File: src/rtl/spi_master_arbiter_if.sv
// spi_master_arbiter_if: client request/response bundle plus the spi_master command/status lines.
// Latency: none. This file only declares wires.
// Backpressure: request_ready is driven by the arbiter; spi_busy is driven by spi_master.
interface spi_master_arbiter_if #(
  parameter int NUM_REQUESTERS = 4,
  parameter int DATA_WIDTH     = 8,
  parameter int ADDRESS_WIDTH  = 7
);
  // client side
  logic [NUM_REQUESTERS-1:0]               request_valid;
  logic [NUM_REQUESTERS-1:0]               request_ready;
  logic [NUM_REQUESTERS-1:0]               request_read_write;
  logic [NUM_REQUESTERS*ADDRESS_WIDTH-1:0] request_address;
  logic [NUM_REQUESTERS*DATA_WIDTH-1:0]    request_data;
  logic [NUM_REQUESTERS*16-1:0]            request_divider;
  logic [NUM_REQUESTERS-1:0]               request_clock_phase;
  logic [NUM_REQUESTERS-1:0]               request_clock_polarity;
  logic [NUM_REQUESTERS-1:0]               response_valid;
  logic [DATA_WIDTH-1:0]                   response_data;
  logic                                    response_error;
  logic [NUM_REQUESTERS-1:0]               grant;
  // spi_master side
  logic                                    spi_enable;
  logic                                    spi_read_write;
  logic [ADDRESS_WIDTH-1:0]                spi_address;
  logic [DATA_WIDTH-1:0]                   spi_data;
  logic [15:0]                             spi_divider;
  logic                                    spi_clock_phase;
  logic                                    spi_clock_polarity;
  logic                                    spi_busy;
  logic [DATA_WIDTH-1:0]                   spi_read_data;

  // arbiter view
  modport master (
    input  request_valid, request_read_write, request_address, request_data,
           request_divider, request_clock_phase, request_clock_polarity,
           spi_busy, spi_read_data,
    output request_ready, response_valid, response_data, response_error, grant,
           spi_enable, spi_read_write, spi_address, spi_data, spi_divider,
           spi_clock_phase, spi_clock_polarity
  );

  // environment view (clients + spi_master)
  modport slave (
    output request_valid, request_read_write, request_address, request_data,
           request_divider, request_clock_phase, request_clock_polarity,
           spi_busy, spi_read_data,
    input  request_ready, response_valid, response_data, response_error, grant,
           spi_enable, spi_read_write, spi_address, spi_data, spi_divider,
           spi_clock_phase, spi_clock_polarity
  );
endinterface

File: src/rtl/spi_master_arbiter.sv
// spi_master_arbiter: round-robin sharing of one spi_master among NUM_REQUESTERS clients.
// Latency: ready is combinational in IDLE; the response pulse comes one cycle after spi_busy falls (or after the start timeout).
// Backpressure: all clients see ready=0 while a transaction is in flight, while spi_busy is high, or during reset.
module spi_master_arbiter #(
  parameter int NUM_REQUESTERS = 4,
  parameter int DATA_WIDTH     = 8,
  parameter int ADDRESS_WIDTH  = 7,
  parameter int START_TIMEOUT  = 15
) (
  input logic                  clock,
  input logic                  reset,
  spi_master_arbiter_if.master bus
);
  localparam int N  = NUM_REQUESTERS;
  localparam int AW = ADDRESS_WIDTH;
  localparam int DW = DATA_WIDTH;
  localparam int PW = (N > 1) ? $clog2(N) : 1;
  localparam int CW = $clog2(START_TIMEOUT + 1);
  // count value seen during the last START cycle that is allowed without busy
  localparam logic [CW-1:0] TIMEOUT_LAST = CW'(START_TIMEOUT - 1);

  typedef enum logic [1:0] {IDLE, START, WAIT_DONE, RESPOND} state_t;

  state_t          state_q;
  logic [PW-1:0]   ptr_q;
  logic [PW-1:0]   owner_q;
  logic [CW-1:0]   cnt_q;
  logic [N-1:0]    grant_q;
  logic [N-1:0]    resp_vld_q;
  logic [DW-1:0]   resp_dat_q;
  logic            resp_err_q;
  logic            spi_en_q;
  logic            spi_rw_q;
  logic [AW-1:0]   spi_addr_q;
  logic [DW-1:0]   spi_dat_q;
  logic [15:0]     spi_div_q;
  logic            spi_cpha_q;
  logic            spi_cpol_q;

  logic            win_vld;
  logic [PW-1:0]   win_idx;
  logic [PW:0]     cand;
  logic [N-1:0]    ready;
  logic [AW-1:0]   sel_addr;
  logic [DW-1:0]   sel_dat;
  logic [15:0]     sel_div;
  logic            sel_rw;
  logic            sel_cpha;
  logic            sel_cpol;

  // round-robin search: first valid client at or after the pointer, wrapping at N
  always_comb begin
    win_vld = 1'b0;
    win_idx = '0;
    cand    = '0;
    for (int i = 0; i < N; i++) begin
      cand = {1'b0, ptr_q} + (PW+1)'(i);
      if (cand >= (PW+1)'(N)) cand = cand - (PW+1)'(N);
      if (!win_vld && bus.request_valid[cand[PW-1:0]]) begin
        win_vld = 1'b1;
        win_idx = cand[PW-1:0];
      end
    end
  end

  // ready only toward the winner, only when idle with spi_master free and not in reset
  always_comb begin
    ready = '0;
    if (!reset && state_q == IDLE && !bus.spi_busy && win_vld) ready[win_idx] = 1'b1;
  end

  // pick the winner's command fields out of the flattened request buses
  always_comb begin
    sel_addr = '0;
    sel_dat  = '0;
    sel_div  = '0;
    sel_rw   = 1'b0;
    sel_cpha = 1'b0;
    sel_cpol = 1'b0;
    for (int i = 0; i < N; i++) begin
      if (win_idx == PW'(i)) begin
        sel_addr = bus.request_address[i*AW +: AW];
        sel_dat  = bus.request_data[i*DW +: DW];
        sel_div  = bus.request_divider[i*16 +: 16];
        sel_rw   = bus.request_read_write[i];
        sel_cpha = bus.request_clock_phase[i];
        sel_cpol = bus.request_clock_polarity[i];
      end
    end
  end

  // transaction sequencer: accept, enable until busy (or timeout), wait done, respond
  always_ff @(posedge clock or posedge reset) begin
    if (reset) begin
      state_q    <= IDLE;
      ptr_q      <= '0;
      owner_q    <= '0;
      cnt_q      <= '0;
      grant_q    <= '0;
      resp_vld_q <= '0;
      resp_dat_q <= '0;
      resp_err_q <= 1'b0;
      spi_en_q   <= 1'b0;
      spi_rw_q   <= 1'b0;
      spi_addr_q <= '0;
      spi_dat_q  <= '0;
      spi_div_q  <= '0;
      spi_cpha_q <= 1'b0;
      spi_cpol_q <= 1'b0;
    end else begin
      resp_vld_q <= '0;
      case (state_q)
        IDLE: begin
          if (|(bus.request_valid & ready)) begin
            spi_addr_q <= sel_addr;
            spi_dat_q  <= sel_dat;
            spi_div_q  <= sel_div;
            spi_rw_q   <= sel_rw;
            spi_cpha_q <= sel_cpha;
            spi_cpol_q <= sel_cpol;
            grant_q    <= ready;
            owner_q    <= win_idx;
            cnt_q      <= '0;
            spi_en_q   <= 1'b1;
            state_q    <= START;
          end
        end
        START: begin
          if (bus.spi_busy) begin
            spi_en_q <= 1'b0;
            state_q  <= WAIT_DONE;
          end else if (cnt_q == TIMEOUT_LAST) begin
            // spi_master never started: report the failure to the owner
            spi_en_q   <= 1'b0;
            resp_dat_q <= '0;
            resp_err_q <= 1'b1;
            resp_vld_q <= grant_q;
            state_q    <= RESPOND;
          end else begin
            cnt_q <= cnt_q + 1'b1;
          end
        end
        WAIT_DONE: begin
          if (!bus.spi_busy) begin
            resp_dat_q <= spi_rw_q ? bus.spi_read_data : '0;
            resp_err_q <= 1'b0;
            resp_vld_q <= grant_q;
            state_q    <= RESPOND;
          end
        end
        RESPOND: begin
          // the client just served becomes lowest priority
          ptr_q   <= (owner_q == PW'(N - 1)) ? '0 : owner_q + 1'b1;
          grant_q <= '0;
          state_q <= IDLE;
        end
        default: state_q <= IDLE;
      endcase
    end
  end

  assign bus.request_ready      = ready;
  assign bus.response_valid     = resp_vld_q;
  assign bus.response_data      = resp_dat_q;
  assign bus.response_error     = resp_err_q;
  assign bus.grant              = grant_q;
  assign bus.spi_enable         = spi_en_q;
  assign bus.spi_read_write     = spi_rw_q;
  assign bus.spi_address        = spi_addr_q;
  assign bus.spi_data           = spi_dat_q;
  assign bus.spi_divider        = spi_div_q;
  assign bus.spi_clock_phase    = spi_cpha_q;
  assign bus.spi_clock_polarity = spi_cpol_q;
endmodule

File: src/flat_wrapper.sv
// flat-port wrapper written by rule: the top's interface ports become plain ports
module spi_master_arbiter_flat 
#(
  parameter int NUM_REQUESTERS = 4,
  parameter int DATA_WIDTH     = 8,
  parameter int ADDRESS_WIDTH  = 7,
  parameter int START_TIMEOUT  = 15
)
  (clock, reset, bus_request_valid, bus_request_read_write, bus_request_address, bus_request_data, bus_request_divider, bus_request_clock_phase, bus_request_clock_polarity, bus_spi_busy, bus_spi_read_data, bus_request_ready, bus_response_valid, bus_response_data, bus_response_error, bus_grant, bus_spi_enable, bus_spi_read_write, bus_spi_address, bus_spi_data, bus_spi_divider, bus_spi_clock_phase, bus_spi_clock_polarity);
  spi_master_arbiter_if #(.NUM_REQUESTERS(NUM_REQUESTERS), .DATA_WIDTH(DATA_WIDTH), .ADDRESS_WIDTH(ADDRESS_WIDTH)) bus_i ();
  input logic clock;
  input logic reset;
  input wire logic [$bits(bus_i.request_valid)-1:0] bus_request_valid;
  input wire logic [$bits(bus_i.request_read_write)-1:0] bus_request_read_write;
  input wire logic [$bits(bus_i.request_address)-1:0] bus_request_address;
  input wire logic [$bits(bus_i.request_data)-1:0] bus_request_data;
  input wire logic [$bits(bus_i.request_divider)-1:0] bus_request_divider;
  input wire logic [$bits(bus_i.request_clock_phase)-1:0] bus_request_clock_phase;
  input wire logic [$bits(bus_i.request_clock_polarity)-1:0] bus_request_clock_polarity;
  input wire logic [$bits(bus_i.spi_busy)-1:0] bus_spi_busy;
  input wire logic [$bits(bus_i.spi_read_data)-1:0] bus_spi_read_data;
  output wire logic [$bits(bus_i.request_ready)-1:0] bus_request_ready;
  output wire logic [$bits(bus_i.response_valid)-1:0] bus_response_valid;
  output wire logic [$bits(bus_i.response_data)-1:0] bus_response_data;
  output wire logic [$bits(bus_i.response_error)-1:0] bus_response_error;
  output wire logic [$bits(bus_i.grant)-1:0] bus_grant;
  output wire logic [$bits(bus_i.spi_enable)-1:0] bus_spi_enable;
  output wire logic [$bits(bus_i.spi_read_write)-1:0] bus_spi_read_write;
  output wire logic [$bits(bus_i.spi_address)-1:0] bus_spi_address;
  output wire logic [$bits(bus_i.spi_data)-1:0] bus_spi_data;
  output wire logic [$bits(bus_i.spi_divider)-1:0] bus_spi_divider;
  output wire logic [$bits(bus_i.spi_clock_phase)-1:0] bus_spi_clock_phase;
  output wire logic [$bits(bus_i.spi_clock_polarity)-1:0] bus_spi_clock_polarity;
  assign bus_i.request_valid = bus_request_valid;
  assign bus_i.request_read_write = bus_request_read_write;
  assign bus_i.request_address = bus_request_address;
  assign bus_i.request_data = bus_request_data;
  assign bus_i.request_divider = bus_request_divider;
  assign bus_i.request_clock_phase = bus_request_clock_phase;
  assign bus_i.request_clock_polarity = bus_request_clock_polarity;
  assign bus_i.spi_busy = bus_spi_busy;
  assign bus_i.spi_read_data = bus_spi_read_data;
  assign bus_request_ready = bus_i.request_ready;
  assign bus_response_valid = bus_i.response_valid;
  assign bus_response_data = bus_i.response_data;
  assign bus_response_error = bus_i.response_error;
  assign bus_grant = bus_i.grant;
  assign bus_spi_enable = bus_i.spi_enable;
  assign bus_spi_read_write = bus_i.spi_read_write;
  assign bus_spi_address = bus_i.spi_address;
  assign bus_spi_data = bus_i.spi_data;
  assign bus_spi_divider = bus_i.spi_divider;
  assign bus_spi_clock_phase = bus_i.spi_clock_phase;
  assign bus_spi_clock_polarity = bus_i.spi_clock_polarity;
  spi_master_arbiter #(.NUM_REQUESTERS(NUM_REQUESTERS), .DATA_WIDTH(DATA_WIDTH), .ADDRESS_WIDTH(ADDRESS_WIDTH), .START_TIMEOUT(START_TIMEOUT)) u_core (.clock(clock), .reset(reset), .bus(bus_i));
endmodule
File: config.mk
export PLATFORM = sky130hd
export DESIGN_NAME = spi_master_arbiter_flat
export DESIGN_NICKNAME = d
export VERILOG_FILES = /design/src/rtl/spi_master_arbiter_if.sv /design/src/rtl/spi_master_arbiter.sv /design/src/flat_wrapper.sv
export SDC_FILE = /design/constraint.sdc
export NUM_CORES = 1
export LEC_CHECK = 0
export ABC_AREA = 1
export CAP_MARGIN = 20
export CORE_ASPECT_RATIO = 1.1
export CORE_MARGIN = 10
export CORE_UTILIZATION = 30
export DETAILED_ROUTE_END_ITERATION = 8
export GPL_TIMING_DRIVEN = 0
export SYNTH_ARGS = -nofsm -noshare
export SYNTH_HDL_FRONTEND = slang
export SYNTH_SLANG_ARGS = --single-unit
export TNS_END_PERCENT = 1
File: constraint.sdc
create_clock -name clock -period 8.1 [get_ports clock]
set_input_delay 2.43 -clock clock [delete_from_list [all_inputs] [get_ports clock]]
set_output_delay 2.43 -clock clock [all_outputs]
set_load 0.01 [all_outputs]
==> metrics.yaml <==
crit_chain: "clkdlybuf4s50_1, inv_1, nand2_1, nand2_1, o21ai_2, inv_1, nand3_2, nand2_1, nand2_2, clkbuf_1, nand3_1, inv_1, clkdlybuf4s50_1"
arrival_ps: 5090
crit_family: "buffers and inverters"
num_rows: 43
fin_crit_sh_pct: 92.8
drtIter0Drc: 229
utilization_pct: 51.2
max_stage_delay_ps: 540
cts.hold.buffers_added: 0
rsz0062_at_grt: "false"
die_area_sq_um: 18000
wl_per_cell_um: 17.9
grt_antenna_before_repair: 1
p_leak_nw: 2.99
cp-start-kind: "primary input"
viasPerCell: 4.97
clockBufferDepth: 2
grt_pass1_wl_um: 26100
post-cts-setup-buffers: 0
ys_types: 28
syn_to_final_growth_pct: 66.8
cts_resized: 0
grt_usage_pct: 18.3
status: "completed"
synth_nets: 715
cp-end-kind: "output port"
max_freq_mhz: 133
ys.flop_type: "dfrtp_1"
slew_headroom_pct: 50.5
hold_violations: 0
cts_root_buffer: "clkbuf_16"
fin_hold_ws_ps: 478
synth-edff-count: 0
grt_max_degree: 35
io_buffers: 206
drt_pre_antenna_iters: 5
core_area_sq_um: 12700
min_to: "u_core.bus.spi_address[2]$_DFFE_PP0P_"
dpl.hpwl_um: 13300
ioPinCount: 207
gp_congestion: 0.807
min_from: "u_core.bus.spi_address[2]$_DFFE_PP0P_"
fillers: 1238
drive_gt1_share_pct: 7.06
clock_latency_ps: 330
period_minus_slack_ps: 7520
drv_slew: 0
start_util_pct: 30.7
nets: 933
num_vias: 4653
slowest_stage: "clkdlybuf4s50_1"
reg2reg_slack_ps: 5710
finalSetupViolCount: 0
critPathBufInv: 6
maxCapViolations: 0
hp-class: "flop to flop"
clkTransAtPathRegs_ps: 60
syn-cell-area_sq_um: 3900
wl_um: 16700
critPathMaxFanout: 10
h-tree-depth: 3
r2r_cells: 13
tightest_slew_ps: 741
drcViolationCount: 0
reg2reg_from: "u_core.ptr_q[0]$_DFFE_PP0P_"
async_flop_share_pct: 100
die_x_um: 129
path_class: "primary input to output port"
fp.dieH_um: 140
irDropWorstVdd_uv: 203
p_per_area_nw_per_um2: 416
synth_warnings: 0
ant_nets: 0
ys_ff_latch: 62
insertedDiodeCount: 0
min_delay_path_depth: 2
p_total_mw: 2.71
synthCells: 556
cts-buffers-inserted: 9
clock_skew_ps: 4.53
tritoncts: "yes"
syn_area_per_cell_sq_um: 7.01
overflow: 0
reg2reg_to: "u_core.bus.spi_data[4]$_DFFE_PP0P_"
clkSinkCount: 62
yosysSeqAreaShare_pct: 39.8
grt_pass1_vias: 4873
cp.required_ps: 5670
-- cell type report --
class                      instances  area [sq um]  area share, %
inverter                          30           113           1.73
sequential                        62          1550           23.9
tap                              157           196           3.02
buffer                            34           180           2.77
clock inverter                     6          85.1           1.31
timing repair buffer             207          2080           32.0
multi-input combinational        430          2050           31.6
clock buffer                      10           239           3.68
-- tightest hold or removal path, cell delays in order (launching register included) --
cell and delay [ps]:
dfrtp_1 340, nand2_1 50, nand2_1 50
-- cell usage after synthesis, types with 2 or more instances --
library cell	instances	area share [%]
nor2_1	8	0.77
buf_1	3	0.29
nand2_2	6	0.96
o21ai_0	15	1.9
buf_4	6	1.2
nand4_1	30	4.8
o22ai_1	4	0.64
o21ai_1	7	0.90
nor2_4	2	0.58
a21oi_1	7	0.90
nand2_1	202	19
inv_1	25	2.4
buf_6	2	0.58
inv_2	5	0.48
nor3_1	5	0.64
dfrtp_1	62	40
o31ai_1	2	0.38
clkbuf_1	11	1.1
ha_1	8	2.6
nand3_1	120	15
nor2_2	2	0.32
nand3b_1	7	1.3
buf_2	12	1.5
-- state kept, by name, indices dropped and copies added (netlist names), 2 cells and up --
signal	cells
u_core.bus.grant	4
u_core.bus.response_data	8
u_core.bus.response_valid	4
u_core.bus.spi_address	7
u_core.bus.spi_data	8
u_core.bus.spi_divider	16
u_core.cnt_q	4
u_core.owner_q	2
u_core.ptr_q	2
u_core.state_q	2
-- cells by family after synthesis --
logic type               count (synthesis)  synth area share [%]
AO/OA/AOI/OAI                           38                  5.36
XOR/XNOR                                 1                 0.225
adder cells (fa/ha/maj)                  8                  2.57
buffers and inverters                   64                  7.51
flip-flops                              62                  39.8
AND/OR/NAND/NOR                        383                  44.5
-- cell usage in the layout, fill, tap and decap left out --
cell             count
nand2_1            202
clkbuf_8             1
nand4_1             30
a21oi_1              7
nor3_1               5
clkdlybuf4s50_1    206
nand3b_1             7
buf_6                2
nor2_4               2
nand3_2              1
o21ai_0             15
xor2_1               1
buf_12               1
nor2_2               2
clkbuf_16            9
inv_1               24
nand3_1            120
o21ai_2              1
clkbuf_1            11
dfrtp_1             62
ha_1                 8
bufinv_16            2
o22ai_1              4
o21ai_1              7
buf_2               12
a21boi_1             1
buf_1                3
o31ai_1              2
clkinv_2             2
a211oi_1             1
nand2_2              6
clkinvlp_4           2
buf_4                6
inv_2                6
nor2_1               8
-- power by group --
part           total (mW)  switching [mW]  internal [mW]
Clock               0.419           0.143          0.276
Sequential          0.499          0.0724          0.427
Combinational        1.79            1.12          0.669
Total                2.71            1.34           1.37
-- through the flow --
step | setup slack (ps) | TNS [ps] | cells | area, sq um
final | 583 | 0 | 936 | 6500
after global routing | 346 | 0 | 936 | 6500
after CTS | 536 | 0 | 936 | 6500
after detailed placement | 539 | 0 | 920 | 6180
after global placement | -963 | -3720 | 919 | 6160
after floorplan | 1030 | 0 | 556 | 3900
-- how the worst max path moves through the flow --
stage                                    start                    to  cells after the start
final                     bus_request_valid[3]  bus_request_ready[2]                     13
after global routing      bus_request_valid[3]  bus_request_ready[2]                     13
after CTS                 bus_request_valid[3]  bus_request_ready[2]                     13
after detailed placement  bus_request_valid[3]  bus_request_ready[2]                     13
after global placement                   reset  bus_request_ready[2]                      8
after floorplan                          reset  bus_request_ready[2]                      6
-- per-layer routing --
| layer | share of wire, % | wire length, um | vias up | global-route usage (%) |
|---|---|---|---|---|
| met4 | 0.88 | 148 | 2 | 4.37 |
| met5 | 0.078 | 13 | - | 0 |
| li1 | - | - | 2303 | - |
| met3 | 8.9 | 1490 | 12 | 6.50 |
| met1 | 41 | 6810 | 2170 | 21.1 |
| met2 | 49 | 8280 | 166 | 31.4 |
No activity file was read; power rests on OpenSTA's default activity.
